File: src/rtl/fir_tap_line.sv
// Tapped delay line holding the last DEPTH samples for the FIR datapath.
// Each stage is a per-tap register cell. Fill tracking and a tap-select read port sit alongside the chain.

module fir_tap_cell #(
  parameter int WIDTH = 16
) (
  input  logic             clk,
  input  logic             rst,
  input  logic             flush,
  input  logic             shift_en,
  input  logic [WIDTH-1:0] d,
  output logic [WIDTH-1:0] q
);

  always_ff @(posedge clk or negedge rst) begin
    if (!rst)          q <= '0;
    else if (flush)    q <= '0;
    else if (shift_en) q <= d;
  end

endmodule

module fir_tap_line #(
  parameter int WIDTH = 16,
  parameter int DEPTH = 8,
  parameter int SEL_W = $clog2(DEPTH),
  parameter int CNT_W = $clog2(DEPTH + 1)
) (
  input  logic                   clk,
  input  logic                   rst,
  input  logic                   shift_en,
  input  logic                   flush,
  input  logic [WIDTH-1:0]       data_in,
  output logic [WIDTH*DEPTH-1:0] taps_out,
  input  logic [SEL_W-1:0]       tap_sel,
  output logic [WIDTH-1:0]       tap_out,
  output logic [CNT_W-1:0]       fill_count,
  output logic                   full,
  output logic                   shifted
);

  logic [WIDTH-1:0] tap [DEPTH];

  // Tap 0 takes the new sample. Every later tap takes its predecessor.
  for (genvar k = 0; k < DEPTH; k++) begin : g_tap
    logic [WIDTH-1:0] d;
    if (k == 0) begin : g_head
      assign d = data_in;
    end else begin : g_link
      assign d = tap[k-1];
    end

    fir_tap_cell #(.WIDTH(WIDTH)) u_cell (
      .clk      (clk),
      .rst      (rst),
      .flush    (flush),
      .shift_en (shift_en),
      .d        (d),
      .q        (tap[k])
    );

    assign taps_out[k*WIDTH +: WIDTH] = tap[k];
  end

  // Any tap_sel value that matches no tap reads as 0. This covers DEPTH values that are not a power of two.
  always_comb begin
    tap_out = '0;
    for (int k = 0; k < DEPTH; k++)
      if (tap_sel == SEL_W'(k)) tap_out = tap[k];
  end

  assign full = (fill_count == CNT_W'(DEPTH));

  always_ff @(posedge clk or negedge rst) begin
    if (!rst) begin
      fill_count <= '0;
      shifted    <= 1'b0;
    end else if (flush) begin
      fill_count <= '0;
      shifted    <= 1'b0;
    end else begin
      shifted <= shift_en;
      if (shift_en && !full) fill_count <= fill_count + CNT_W'(1);
    end
  end

endmodule

File: config.mk
export PLATFORM = sky130hd
export DESIGN_NAME = fir_tap_line
export DESIGN_NICKNAME = d
export VERILOG_FILES = /design/src/rtl/fir_tap_line.sv
export SDC_FILE = /design/constraint.sdc
export NUM_CORES = 1
export LEC_CHECK = 0
export BUFFER_PORTS_ARGS = -buffer_cell sky130_fd_sc_hd__buf_2
export CAP_MARGIN = 20
export CORE_ASPECT_RATIO = 1.25
export CORE_MARGIN = 2
export CORE_UTILIZATION = 48
export DETAILED_ROUTE_END_ITERATION = 7
export PLACE_DENSITY = 0.87
export SLEW_MARGIN = 20
export SYNTH_ARGS = -nofsm -noshare
export SYNTH_HDL_FRONTEND = slang
export SYNTH_SLANG_ARGS = --single-unit
File: constraint.sdc
create_clock -name clk -period 1.8 [get_ports clk]
set_input_delay 0.45 -clock clk [delete_from_list [all_inputs] [get_ports clk]]
set_output_delay 0.45 -clock clk [all_outputs]
set_load 0.01 [all_outputs]
# [Word level (Yosys, flattened, before mapping)]
# Index checks and enable logic that the tools add are counted.
[word_totals] regBits=133 inputBits=23 output_inout_bits=150 word_cells=51
[op_classes] add_sub_neg=1 eq_ne=8 mux=27 reduce_logical=5
[op_table] cell="16-bit 2-to-1 mux" count=24
[op_table] cell="3-bit == test, second input constant" count=4
[op_table] cell="4-bit 2-to-1 mux" count=2
[op_table] cell="3-bit by 2-bit == test with 1-bit output, second input constant" count=2
[op_table] cell="4-bit by 1-bit adder with 4-bit output, second input constant" count=1
[op_table] cell="4-bit == test, second input constant" count=1
[op_table] cell="2-bit nonzero test" count=2
[op_table] cell="3-bit by 1-bit == test with 1-bit output, second input constant" count=1
[op_table] cell="3-bit zero test" count=1
[op_table] cell="1-bit logical AND" count=1
[op_table] cell="1-bit zero test" count=1
[op_table] cell="1-bit 2-to-1 mux" count=1

# [Longest topological paths before layout]
[logic_depth] depth_word=9 depth_mapped=6 depth_no_buf=6

# [Hierarchy]
# From an unflattened synthesis, not the netlist that was laid out.
[unflattened] hier_cells=617 area_unflattened_um2=6865.3
[by_module_without_submodules] module="fir_tap_cell" instances=8 cells_each=52 area_each_um2=660.6 seq_area_each_um2=400.4
[by_module_without_submodules] module="fir_tap_line" instances=1 cells_each=201 area_each_um2=1580.3 seq_area_each_um2=125.1

# [Worst setup path after synthesis]
# No wires, ideal clock.
[synth_timing] kind="input to output" start="in tap_sel[0]" end="out tap_out[0]" arrival_time_ps=1505 t_required_ps=1350 path_slack_ps=-155 stages=4 path_buffers=1 cell_sequence="buf_6 > mux4_2 > nor2b_1 > a221o_1"
[synth_between] elab_chain_cells=9 word_cells_on_any_way=16 classes_between="eq/ne (7); mux (8); reduce/logical (1)"
[synth_lines] element="start: declaration" line="35" text="input logic [SEL_W-1:0] tap_sel,"
[synth_lines] element="3-bit zero test" line="69" text="if (tap_sel == SEL_W'(k)) tap_out = tap[k];"
[synth_lines] element="16-bit 2-to-1 mux (7 in series)" line="69"
[synth_lines] element="16-bit 2-to-1 mux *" line="69"
[synth_lines] element="end: declaration" line="36" text="output logic [WIDTH-1:0] tap_out,"
# Mark *: on every way between the ends. The rest lies on a longest branch, timed or not.

# [Worst setup path in the final report]
[layout_timing] start="reg g_tap[0].u_cell.q[12]" end="out tap_out[12]"
[layout_between] elab_chain_cells=8
[layout_lines] element="start: declaration" line="12" text="output logic [WIDTH-1:0] q"
[layout_lines] element="start signal: assignment" line="16" text="if (!rst) q <= '0;"
[layout_lines] element="start signal: assignment" line="17" text="else if (flush) q <= '0;"
[layout_lines] element="start signal: assignment" line="18" text="else if (shift_en) q <= d;"
[layout_lines] element="16-bit 2-to-1 mux (8 in series)" line="69"
# Every way passes these cells.

==> qor.yml <==
synthesis:
  syn_nets: 610
  synth.avg_cell_area_sq_um: 11.1
  async_flop_share_pct: 100
  synth_top_family_by_area: "multiplexers"
  synth_cells: 585
  synthXorXnorAreaFrac_pct: 0.404
  synth_compound_area_share_pct: 5.70
  synth-edff-count: 0
  synthMuxAreaShare_pct: 26.8
  yosys.area_share.simple_pct: 11.4
  synth_flop_cell: "dfrtp_1"
  yosys_warnings: 0
  seq_area_frac_synth_pct: 51.2
  yosys.cell_types.count: 34
  syn-cell-area_sq_um: 6500
  ys_ff_latch: 133
  synth_fa_ha_area_share_pct: 0.385
detailed_routing:
  wl_per_cell_microns: 22.1
  via_count: 6195
  drt_iter0_markers: 699
  via_per_inst: 6.01
  drt_first_pass_iters: 5
  routed_wl_microns: 22700
  drc: 0
  ant_nets: 0
worst_setup_path:
  path_cells: "mux4_2, nor2b_4, a221o_1, buf_2"
  reg2reg_depth: 7
  end_kind: "output port"
  cp-endpoint: "tap_out[12]"
  critPathLaunchType: "flip-flop"
  critPathMaxStageDelay_ps: 510
  critPathSlowestCell: "mux4_2"
  cp.required_ps: 1350
  arrival_ps: 1920
  crit_type: "reg -> out"
  cp_max_fo: 2
  timing.rr.end: "fill_count[1]"
  critPathLaunch: "g_tap[0].u_cell.q[12]"
  reg2reg_slack_ps: 390
  rr_startpoint: "fill_count[1]"
die:
  num_rows: 47
  die_w_microns: 108
  dieArea_sq_um: 14500
  io_pins: 173
  start_util_pct: 49.1
  die_h_microns: 134
  core_area_sq_um: 13200
layout:
  utilization_pct: 69.6
  nets: 871
  final_common_cell: "buf_2"
  diodes: 0
  design_area_sq_um: 9200
  layout_common_cells: "buf_2, mux2i_1, nor2_1"
  final_cells: 1030
  areaGrowthSynthToFinish_pct: 41.7
  drive_gt1_share_pct: 41.4
  fillCellCount: 857
power_and_ir_drop:
  p_per_area_nw_per_um2: 846
  ir_drop_uv: 673
  power_leakage_nw: 5.14
place:
  placed_cells: 966
  place_ws_ps: -491
  routabilityCongestion: 0.917
  dp_hpwl_microns: 13100
  io_buffer_count: 172
  postPlaceCellArea_sq_um: 8070
cts:
  cts_max_path_buffers: 2
  ctsHtreeMaxLevel: 4
  cts_tree: "yes"
  cts_buffers: 17
  cts_root_buf: "clkbuf_16"
  cts_sinks: 133
  clk_pin_slew_ps: 60
  clk_latency_ps: 430
timing:
  fin_crit_ps: 2370
  clock_skew_ps: 11.7
  maxSlewViolCount: 0
  finalSetupViolations: 16
  hold_viol: 0
  fin_setup_tns_ps: -7300
  post-route-period-util_pct: 131
  relSlewSlack_pct: 69.8
  fin_ws_ps: -566
  rsz0062_at_grt: "yes"
  max_freq_mhz: 423
  worst_pin_slew_ps: 453
global_route:
  grt_max_degree: 60
  grt_pass1_vias: 6070
  gr-total-overflow: 0
  grt.total_usage_pct: 30.8
  grt_pass1_wl_microns: 33800
  antenna_found_initial: 1
run_status:
  failed_checks: "setup timing"
  status: "finished with violations"
hold_path:
  hp-class: "in -> reg"
flow_run:
  maxCapViolations: 0
==> critical path, delay by kind of cell, from the launching register on <==
kind | cells | cell delay [ps]
flops | 1 | 420
mux | 1 | 510
simple gates | 1 | 150
compound gates | 1 | 280
buf+inv | 1 | 150
==> layout make-up <==
type                       instances  area, sq um  area share (%)
clock buffer                      24          502            5.45
clock inverter                     8          144            1.56
inverter                           7         26.3           0.285
multi-input combinational        398         3040            33.0
sequential                       133         3330            36.2
tap                              171          214            2.32
timing repair buffer             289         1950            21.2
==> where the power goes <==
| part | switching [mW] | internal, mW | total [mW] |
|---|---|---|---|
| registers | 0.0475 | 3.04 | 3.09 |
| logic | 0.490 | 0.390 | 0.881 |
| clock network | 1.32 | 2.50 | 3.82 |
==> stage by stage <==
stage / power, mW / hold slack, ps
2_1_floorplan: 3.54 / 154
3_3_place_gp: 3.85 / 404
3_5_place_dp: 3.87 / 415
4_1_cts: 7.70 / 268
5_1_grt: 7.97 / 280
6_report: 7.79 / 268
==> cell families after synthesis <==
| logic type | count (synthesis) |
|---|---|
| XOR/XNOR | 3 |
| AO/OA/AOI/OAI | 54 |
| AND/OR/NAND/NOR | 179 |
| adder cells (fa/ha/maj) | 2 |
| flip-flops | 133 |
| buffers and inverters | 54 |
| multiplexers | 160 |
==> flip-flops by register name, indices dropped and copies added, names as in the netlist <==
name,count
shifted,1
fill_count,4
g_tap.u_cell.q,128
==> synth_stat cells (4+ instances only) <==
cell	n	area [sq um]
a21o_1	4	30.0
a21oi_1	13	65.1
a221o_1	11	110
a221oi_1	4	35.0
a31oi_1	4	25.0
buf_2	20	100
buf_4	5	37.5
clkbuf_1	18	67.6
dfrtp_1	133	3330
inv_1	6	22.5
mux2i_1	149	1490
mux4_2	11	248
nand2_1	13	48.8
nand2b_1	4	25.0
nand3_1	4	20.0
nor2_1	137	514
nor2b_1	13	81.3
nor3_1	4	20.0
o21ai_0	5	25.0
o21ai_1	8	40.0
==> how the worst min path moves through the flow <==
stage | start | to | slack, ps | cells past startpoint
after detailed placement | rst | g_tap[0].u_cell.q[1] | 410 | 1
after floorplan | rst | fill_count[0] | 150 | 0
after global routing | data_in[6] | g_tap[0].u_cell.q[6] | 280 | 3
after CTS | data_in[0] | g_tap[0].u_cell.q[0] | 270 | 3
final | data_in[5] | g_tap[0].u_cell.q[5] | 270 | 3
after global placement | rst | g_tap[0].u_cell.q[1] | 400 | 1
==> routing by layer <==
layer,track usage (%),up-vias,wire [microns]
li1,-,2564,-
met1,39.6,3012,8390
met2,47.4,496,10700
met3,7.82,121,2210
met4,17.2,2,1460
met5,0,-,9
==> repair_timing <==
action,4_1_cts,5_1_grt
setup buffers,19,10
pin swaps,10,5
endpoints found under the hold margin,38,0
gates cloned,1,1
resized for setup,30,13
endpoints found under the setup margin,17,17
hold buffers,1,0
Power figures use the tool's default switching activity.
